--- config.mk ---
export PLATFORM = sky130hd
export DESIGN_NAME = lsu_sequencer_flat
export DESIGN_NICKNAME = d
export VERILOG_FILES = /design/src/rtl/lsu_sequencer_if.sv /design/src/rtl/lsu_sequencer.sv /design/src/flat_wrapper.sv
export SDC_FILE = /design/constraint.sdc
export NUM_CORES = 1
export LEC_CHECK = 0
export BUFFER_PORTS_ARGS = -buffer_cell sky130_fd_sc_hd__buf_2
export CORE_ASPECT_RATIO = 0.75
export CORE_MARGIN = 4
export CORE_UTILIZATION = 41
export DETAILED_ROUTE_END_ITERATION = 10
export MAX_ROUTING_LAYER = met4
export PLACE_DENSITY = 0.76
export SKIP_CTS_REPAIR_TIMING = 1
export SYNTH_ARGS = -nofsm -noshare
export SYNTH_HDL_FRONTEND = slang
export SYNTH_SLANG_ARGS = --single-unit
--- constraint.sdc ---
create_clock -name clk_i -period 1.47 [get_ports clk_i]
set_input_delay 0.147 -clock clk_i [delete_from_list [all_inputs] [get_ports clk_i]]
set_output_delay 0.147 -clock clk_i [all_outputs]
set_load 0.1 [all_outputs]
--- src/rtl/lsu_sequencer_if.sv ---
// Core-side request/response and mem_interface-side signals of the load/store sequencer.
// The sequencer takes the slave modport; the core/memory side takes the master modport.
interface lsu_sequencer_if #(
    parameter int unsigned DataWidth = 32,
    parameter int unsigned AddrWidth = 32,
    parameter int unsigned SizeSize  = 2
);
    logic                 req_valid;
    logic                 req_ready;
    logic                 req_write;
    logic [AddrWidth-1:0] req_addr;
    logic [SizeSize:0]    req_funct3;
    logic [DataWidth-1:0] req_wdata;
    logic                 kill;

    logic                 resp_valid;
    logic                 resp_ready;
    logic [DataWidth-1:0] resp_rdata;
    logic [1:0]           resp_fault;

    logic [AddrWidth-1:0] mi_address;
    logic [SizeSize:0]    mi_sign_size;
    logic                 mi_rd;
    logic                 mi_wr;
    logic [DataWidth-1:0] mi_data_in;
    logic [DataWidth-1:0] mi_data_out;
    logic                 mi_complete_read;
    logic                 mi_complete_write;
    logic                 mi_malign_r;
    logic                 mi_hit_r;

    modport slave (
        input  req_valid, req_write, req_addr, req_funct3, req_wdata, kill, resp_ready,
               mi_data_out, mi_complete_read, mi_complete_write, mi_malign_r, mi_hit_r,
        output req_ready, resp_valid, resp_rdata, resp_fault,
               mi_address, mi_sign_size, mi_rd, mi_wr, mi_data_in
    );

    modport master (
        output req_valid, req_write, req_addr, req_funct3, req_wdata, kill, resp_ready,
               mi_data_out, mi_complete_read, mi_complete_write, mi_malign_r, mi_hit_r,
        input  req_ready, resp_valid, resp_rdata, resp_fault,
               mi_address, mi_sign_size, mi_rd, mi_wr, mi_data_in
    );
endinterface

--- src/rtl/lsu_sequencer.sv ---
// Load/store sequencer: one request at a time, held toward mem_interface until granted.
// Optional grant-wait timeout (fault 3) is enabled by defining LSU_TIMEOUT_EN.
module lsu_sequencer #(
    parameter int unsigned DataWidth     = 32,
    parameter int unsigned AddrWidth     = 32,
    parameter int unsigned SizeSize      = 2,
    parameter int unsigned TimeoutCycles = 64
) (
    input logic               clk_i,
    input logic               rst_i,
    lsu_sequencer_if.slave    lsu_io
);

    typedef enum logic [1:0] {StIdle, StIssue, StCapture, StResp} state_e;

    localparam logic [1:0] FaultNone    = 2'd0;
    localparam logic [1:0] FaultMalign  = 2'd1;
    localparam logic [1:0] FaultAccess  = 2'd2;
    localparam logic [1:0] FaultTimeout = 2'd3;

    state_e               state_q, state_d;
    logic                 write_q, write_d;
    logic [AddrWidth-1:0] addr_q, addr_d;
    logic [SizeSize:0]    funct3_q, funct3_d;
    logic [DataWidth-1:0] wdata_q, wdata_d;
    logic [DataWidth-1:0] rdata_q, rdata_d;
    logic [1:0]           fault_q, fault_d;

    logic                 complete;
    logic                 timeout;

    logic                 req_ready;
    logic                 resp_valid;
    logic [AddrWidth-1:0] mi_address;
    logic [SizeSize:0]    mi_sign_size;
    logic                 mi_rd;
    logic                 mi_wr;
    logic [DataWidth-1:0] mi_data_in;

    assign complete = write_q ? lsu_io.mi_complete_write : lsu_io.mi_complete_read;

`ifdef LSU_TIMEOUT_EN
    localparam int unsigned CntWidth = $clog2(TimeoutCycles + 1);

    logic [CntWidth-1:0] cnt_q, cnt_d;

    // Counter is held at zero outside ISSUE, so it is clear on every entry.
    always_comb begin
        cnt_d   = '0;
        timeout = 1'b0;
        if (state_q == StIssue) begin
            cnt_d = cnt_q;
            if (!complete) begin
                cnt_d   = cnt_q + 1'b1;
                timeout = (cnt_d == CntWidth'(TimeoutCycles));
            end
        end
    end

    always_ff @(posedge clk_i) begin
        if (rst_i) begin
            cnt_q <= '0;
        end else begin
            cnt_q <= cnt_d;
        end
    end
`else
    logic unused_timeout_cycles;
    assign unused_timeout_cycles = ^TimeoutCycles;
    assign timeout = 1'b0;
`endif

    always_comb begin
        state_d      = state_q;
        write_d      = write_q;
        addr_d       = addr_q;
        funct3_d     = funct3_q;
        wdata_d      = wdata_q;
        rdata_d      = rdata_q;
        fault_d      = fault_q;
        req_ready    = 1'b0;
        resp_valid   = 1'b0;
        mi_address   = '0;
        mi_sign_size = '0;
        mi_rd        = 1'b0;
        mi_wr        = 1'b0;
        mi_data_in   = '0;

        if (state_q != StIdle) begin
            mi_address   = addr_q;
            mi_sign_size = funct3_q;
            mi_data_in   = wdata_q;
        end

        unique case (state_q)
            StIdle: begin
                req_ready = 1'b1;
                if (lsu_io.req_valid && !lsu_io.kill) begin
                    write_d  = lsu_io.req_write;
                    addr_d   = lsu_io.req_addr;
                    funct3_d = lsu_io.req_funct3;
                    wdata_d  = lsu_io.req_wdata;
                    state_d  = StIssue;
                end
            end
            StIssue: begin
                mi_rd = !write_q;
                mi_wr = write_q;
                // A granted store may already be committed, so grant beats kill.
                if (complete) begin
                    state_d = StCapture;
                end else if (lsu_io.kill) begin
                    state_d = StIdle;
                end else if (timeout) begin
                    fault_d = FaultTimeout;
                    rdata_d = '0;
                    state_d = StResp;
                end
            end
            StCapture: begin
                if (lsu_io.mi_malign_r) begin
                    fault_d = FaultMalign;
                    rdata_d = '0;
                end else if (!lsu_io.mi_hit_r) begin
                    fault_d = FaultAccess;
                    rdata_d = '0;
                end else begin
                    fault_d = FaultNone;
                    rdata_d = write_q ? '0 : lsu_io.mi_data_out;
                end
                state_d = StResp;
            end
            StResp: begin
                resp_valid = 1'b1;
                if (lsu_io.resp_ready) begin
                    state_d = StIdle;
                end
            end
            default: state_d = StIdle;
        endcase
    end

    always_ff @(posedge clk_i) begin
        if (rst_i) begin
            state_q  <= StIdle;
            write_q  <= 1'b0;
            addr_q   <= '0;
            funct3_q <= '0;
            wdata_q  <= '0;
            rdata_q  <= '0;
            fault_q  <= FaultNone;
        end else begin
            state_q  <= state_d;
            write_q  <= write_d;
            addr_q   <= addr_d;
            funct3_q <= funct3_d;
            wdata_q  <= wdata_d;
            rdata_q  <= rdata_d;
            fault_q  <= fault_d;
        end
    end

    assign lsu_io.req_ready    = req_ready;
    assign lsu_io.resp_valid   = resp_valid;
    assign lsu_io.resp_rdata   = rdata_q;
    assign lsu_io.resp_fault   = fault_q;
    assign lsu_io.mi_address   = mi_address;
    assign lsu_io.mi_sign_size = mi_sign_size;
    assign lsu_io.mi_rd        = mi_rd;
    assign lsu_io.mi_wr        = mi_wr;
    assign lsu_io.mi_data_in   = mi_data_in;

endmodule

--- src/flat_wrapper.sv ---
// flat-port wrapper written by rule: the top's interface ports become plain ports
module lsu_sequencer_flat 
#(
    parameter int unsigned DataWidth     = 32,
    parameter int unsigned AddrWidth     = 32,
    parameter int unsigned SizeSize      = 2,
    parameter int unsigned TimeoutCycles = 64
)
  (clk_i, rst_i, lsu_io_req_valid, lsu_io_req_write, lsu_io_req_addr, lsu_io_req_funct3, lsu_io_req_wdata, lsu_io_kill, lsu_io_resp_ready, lsu_io_mi_data_out, lsu_io_mi_complete_read, lsu_io_mi_complete_write, lsu_io_mi_malign_r, lsu_io_mi_hit_r, lsu_io_req_ready, lsu_io_resp_valid, lsu_io_resp_rdata, lsu_io_resp_fault, lsu_io_mi_address, lsu_io_mi_sign_size, lsu_io_mi_rd, lsu_io_mi_wr, lsu_io_mi_data_in);
  lsu_sequencer_if #(.DataWidth(DataWidth), .AddrWidth(AddrWidth), .SizeSize(SizeSize)) lsu_io_i ();
  input logic clk_i;
  input logic rst_i;
  input wire logic [$bits(lsu_io_i.req_valid)-1:0] lsu_io_req_valid;
  input wire logic [$bits(lsu_io_i.req_write)-1:0] lsu_io_req_write;
  input wire logic [$bits(lsu_io_i.req_addr)-1:0] lsu_io_req_addr;
  input wire logic [$bits(lsu_io_i.req_funct3)-1:0] lsu_io_req_funct3;
  input wire logic [$bits(lsu_io_i.req_wdata)-1:0] lsu_io_req_wdata;
  input wire logic [$bits(lsu_io_i.kill)-1:0] lsu_io_kill;
  input wire logic [$bits(lsu_io_i.resp_ready)-1:0] lsu_io_resp_ready;
  input wire logic [$bits(lsu_io_i.mi_data_out)-1:0] lsu_io_mi_data_out;
  input wire logic [$bits(lsu_io_i.mi_complete_read)-1:0] lsu_io_mi_complete_read;
  input wire logic [$bits(lsu_io_i.mi_complete_write)-1:0] lsu_io_mi_complete_write;
  input wire logic [$bits(lsu_io_i.mi_malign_r)-1:0] lsu_io_mi_malign_r;
  input wire logic [$bits(lsu_io_i.mi_hit_r)-1:0] lsu_io_mi_hit_r;
  output wire logic [$bits(lsu_io_i.req_ready)-1:0] lsu_io_req_ready;
  output wire logic [$bits(lsu_io_i.resp_valid)-1:0] lsu_io_resp_valid;
  output wire logic [$bits(lsu_io_i.resp_rdata)-1:0] lsu_io_resp_rdata;
  output wire logic [$bits(lsu_io_i.resp_fault)-1:0] lsu_io_resp_fault;
  output wire logic [$bits(lsu_io_i.mi_address)-1:0] lsu_io_mi_address;
  output wire logic [$bits(lsu_io_i.mi_sign_size)-1:0] lsu_io_mi_sign_size;
  output wire logic [$bits(lsu_io_i.mi_rd)-1:0] lsu_io_mi_rd;
  output wire logic [$bits(lsu_io_i.mi_wr)-1:0] lsu_io_mi_wr;
  output wire logic [$bits(lsu_io_i.mi_data_in)-1:0] lsu_io_mi_data_in;
  assign lsu_io_i.req_valid = lsu_io_req_valid;
  assign lsu_io_i.req_write = lsu_io_req_write;
  assign lsu_io_i.req_addr = lsu_io_req_addr;
  assign lsu_io_i.req_funct3 = lsu_io_req_funct3;
  assign lsu_io_i.req_wdata = lsu_io_req_wdata;
  assign lsu_io_i.kill = lsu_io_kill;
  assign lsu_io_i.resp_ready = lsu_io_resp_ready;
  assign lsu_io_i.mi_data_out = lsu_io_mi_data_out;
  assign lsu_io_i.mi_complete_read = lsu_io_mi_complete_read;
  assign lsu_io_i.mi_complete_write = lsu_io_mi_complete_write;
  assign lsu_io_i.mi_malign_r = lsu_io_mi_malign_r;
  assign lsu_io_i.mi_hit_r = lsu_io_mi_hit_r;
  assign lsu_io_req_ready = lsu_io_i.req_ready;
  assign lsu_io_resp_valid = lsu_io_i.resp_valid;
  assign lsu_io_resp_rdata = lsu_io_i.resp_rdata;
  assign lsu_io_resp_fault = lsu_io_i.resp_fault;
  assign lsu_io_mi_address = lsu_io_i.mi_address;
  assign lsu_io_mi_sign_size = lsu_io_i.mi_sign_size;
  assign lsu_io_mi_rd = lsu_io_i.mi_rd;
  assign lsu_io_mi_wr = lsu_io_i.mi_wr;
  assign lsu_io_mi_data_in = lsu_io_i.mi_data_in;
  lsu_sequencer #(.DataWidth(DataWidth), .AddrWidth(AddrWidth), .SizeSize(SizeSize), .TimeoutCycles(TimeoutCycles)) u_core (.clk_i(clk_i), .rst_i(rst_i), .lsu_io(lsu_io_i));
endmodule
* Word level (Yosys, flattened, before mapping)
Cells that the tools add are included.
Operators by class: eq/ne operators 6, mux-type cells 18, reductions and logical operators 7
Operator list (number):
- $mux 32 | 5
- $mux 2 | 6
- $pmux 2 s4 | 1
- $mux 1 | 5
- $eq 2x2->1 const B | 2
- $mux 3 | 1
- $ne 3x2->1 const B | 1
- $reduce_and 3->1 | 1
- $eq 2x1->1 const B | 1
- $logic_not 1->1 | 2
- $logic_not 2->1 | 1
- $ne 2x1->1 const B | 1
- $ne 2x2->1 const B | 1
- $reduce_and 2->1 | 1
- $reduce_bool 2->1 | 1
- $logic_and 1x1->1 | 1
Word-level totals: register bits 104, output and inout port bits 105, word-level logic and storage cells 38

* Depth between registers and ports, before layout
depth after elaboration 4, gate-level depth with buffers 7

* Worst setup path after synthesis
OpenSTA, ideal clock, no wires.
path kind reg-to-output, start point register u_core.state_q[0], end point output port lsu_io_mi_address[22], arrival time 2684 ps, slack -1361 ps, cell stages (with the launch flop) 5, buffers on the path 2, path through dfxtp_1 -> buf_2 -> nor2_1 -> clkbuf_1 -> nor2b_1
On the way: longest elaborated chain between the ends 2
Ends and longest elaborated chain:
- start: declaration | line lsu_sequencer.sv:21 | state_e state_q, state_d;
- start signal: assignment | line lsu_sequencer.sv:145 | state_q <= StIdle;
- start signal: assignment | line lsu_sequencer.sv:153 | state_q <= state_d;
- $reduce_bool 2->1 | line lsu_sequencer.sv:89 | if (state_q != StIdle) begin
- $mux 32 | line lsu_sequencer.sv:89
- end: declaration | line flat_wrapper.sv:29 | output wire logic [$bits(lsu_io_i.mi_address)-1:0] lsu_io_mi_address;
No other way between the ends.

==> flow_summary.yaml <==
outcome:
  outcome: "finished with violations"
  violations: "negative setup slack"
detailed_routing:
  vias: 4409
  drc: 0
  dr.pass1.iters: 4
  detail-route-antenna-nets: 0
  wirelength_um: 13900
  vias_per_cell: 4.98
  drt_iter0_markers: 228
  routedWlPerCell_um: 15.7
setup_path:
  slowest_delay_ps: 340
  r2r_cells: 4
  worst_ep_required_time_ps: 1320
  r2r_slack_ps: -180
  worstSetupPathType: "flip-flop to primary output"
  cp-start-kind: "flip-flop"
  end_kind: "primary output"
  crit_chain: "buf_6 > nor2_4 > buf_12 > nor2b_2 > clkbuf_4"
  worst-path-buf-inv: 3
  cp.arrival_ps: 1560
  timing.rr.end: "u_core.addr_q[18]$_SDFFE_PP0P_"
  critical-path-top-delay-family: "buffers and inverters"
  worst_path_max_delay_cell: "dfxtp_2"
  critPathMaxFanout: 22
global_routing:
  met2_usage_pct: 34.4
  grt_pass1_wl_um: 20000
  grtUsageTotal_pct: 21.3
  grt.met3_usage_pct: 7.45
  grt_antenna_before_repair: 2
  grt_pass1_vias: 4165
  gr-total-overflow: 0
  grt_util_met1_pct: 25.5
  grt_max_degree: 105
  grt_busiest_layer: "met2"
pwr:
  peakVddDrop_mv: 0.606
  leakagePower_nw: 2.82
  power_density_nw_per_um2: 916
die:
  floorplan.die_area_um2: 11800
  fp-row-count: 31
  die_x_um: 124
  num_io_pins: 214
  fp.dieH_um: 95.2
  start_util_pct: 42.5
  core_um2: 9770
placement:
  hpwl_um: 9160
  place_inst: 865
  io_buffers: 213
  gp_congestion: 0.799
synthesis:
  syn_area_per_cell_um2: 7.67
  synth_seq_cells: 104
  synth_nets: 651
  syn_area_um2: 4160
  ys_warn_count: 0
  syn_inst: 542
  synth-seq-area-share_pct: 50.1
  netlist-cell-type-count: 20
sta:
  fmax_mhz: 584
  final_hold_viol_count: 0
  fin_crit_ps: 1710
  max_slew.worst_pin.slew_ps: 501
  finalSetupViolCount: 138
  period_share_pct: 116
  fin_skew_ps: 9.01
  rsz0062_at_grt: "true"
  finalWorstSetupSlack_ps: -242
  drv_slew: 0
  slew_headroom_pct: 66.6
clock_tree:
  cts_htree_levels: 3
  root_buffer: "clkbuf_16"
  clkTransAtPathRegs_ps: 70
  clk_latency_ps: 340
  cts_tree: "yes"
  clock_path_buffers: 2
  clock-sinks: 104
  numCtsBuffers: 9
hold_path:
  whs_endpoint: "u_core.wdata_q[26]$_SDFFE_PP0P_"
  whs_path_depth: 3
  hold_class: "input pin to flip-flop"
  worstHoldStart: "lsu_io_req_wdata[26]"
finish:
  fin_nets: 855
  regArea_um2: 2080
  final_cells: 885
  postLayoutCoreUtil_pct: 75.2
  multi_input_area_um2: 2380
  synthToLayoutAreaGrowth_pct: 77.0
  final_cell_mix: "173 x nand2_1, 142 x buf_2, 103 x a21oi_1"
  drive_above_1_share_pct: 44.2
  fillers: 673
  final_common_cell: "nand2_1"
flow_run:
  drv_cap: 0
[tightest hold or removal path: stages]
cell and delay, ps:
buf_2 90, nand2_1 40, a21oi_1 50
[synthesized netlist by cell type]
cell type  instances  area share, %
a21oi_1          103             12
buf_2              7           0.84
nor4b_2            1           0.36
inv_1              1          0.090
nand2b_1           3           0.45
nor2_1             3           0.27
buf_6              3           0.81
and2_1             1           0.15
clkbuf_1          34            3.1
dfxtp_1          104             50
mux2_2             1           0.27
buf_4              2           0.36
or3_1              2           0.30
or4b_1             1           0.24
nor3b_1            1           0.18
nand3_1           32            3.9
or3b_2             1           0.21
nand2_1          173             16
nor2b_1           68             10
a31oi_1            1           0.15
[worst max path at each step]
stage / startpoint / endpoint / slack [ps] / cells after the start
final: flip-flop / lsu_io_mi_data_in[2] / -240 / 5
after CTS: flip-flop / lsu_io_mi_address[15] / -390 / 6
after global placement: flip-flop / u_core.addr_q[11]$_SDFFE_PP0P_ / -90 / 4
after global routing: flip-flop / lsu_io_mi_data_in[2] / -320 / 5
after detailed placement: flip-flop / u_core.addr_q[10]$_SDFFE_PP0P_ / -150 / 4
after floorplan: u_core.state_q[0]$_SDFFE_PP0P_ / lsu_io_mi_address[31] / -120 / 4
[stage by stage]
step	cell area [µm²]	setup TNS (ps)	total power (W)	setup slack [ps]	hold WS, ps
3_5_place_dp	6350	-6120	0.00446	-149	393
2_1_floorplan	4700	-3210	0.00402	-117	283
3_3_place_gp	6350	-4210	0.00444	-90.4	388
4_1_cts	6610	-29030	0.00664	-392	28.6
6_report	7350	-19910	0.00673	-242	39.7
5_1_grt	7350	-28710	0.00700	-317	40.3
[registers in the layout, indices dropped and copies added (netlist names), named ones only]
signal                    cells
u_core.wdata_q               32
u_core.lsu_io.resp_rdata     32
u_core.lsu_io.resp_fault      2
u_core.state_q                1
u_core.funct3_q               3
u_core.addr_q                32
u_core.write_q                1
[power by group]
| group | internal, W | switching, W | total, W |
|---|---|---|---|
| logic | 0.000612 | 0.000962 | 0.00157 |
| clock network | 0.00115 | 0.00102 | 0.00217 |
| registers | 0.00293 | 0.0000618 | 0.00299 |
[logic make-up (layout without fill, tap and decap cells)]
logic type,count (synthesis),in the layout,synth area share [%]
AOI/OAI and AO/OA,104,104,12.6
muxes,1,1,0.271
buffers and inverters,47,256,5.18
DFF,104,104,50.1
and+or+nand+nor,286,286,31.9
other,0,2,0
[routing by layer]
metal  up-vias  part of all wire (%)
met5         -                     0
met4         0                   2.0
met3        22                   7.0
met2       163                    50
met1      2075                    41
li1       2149                     -
[cell type report]
cell class,instances,share of cell area (%)
flip-flops and latches,104,28.3
clock buffers,11,3.16
well taps,132,2.25
clock inverters,5,0.459
diodes,2,0.0681
multi-input cells,391,32.3
inverters,1,0.0510
repair buffers,239,33.3
Note: power is estimated with default switching activity, not from simulation.
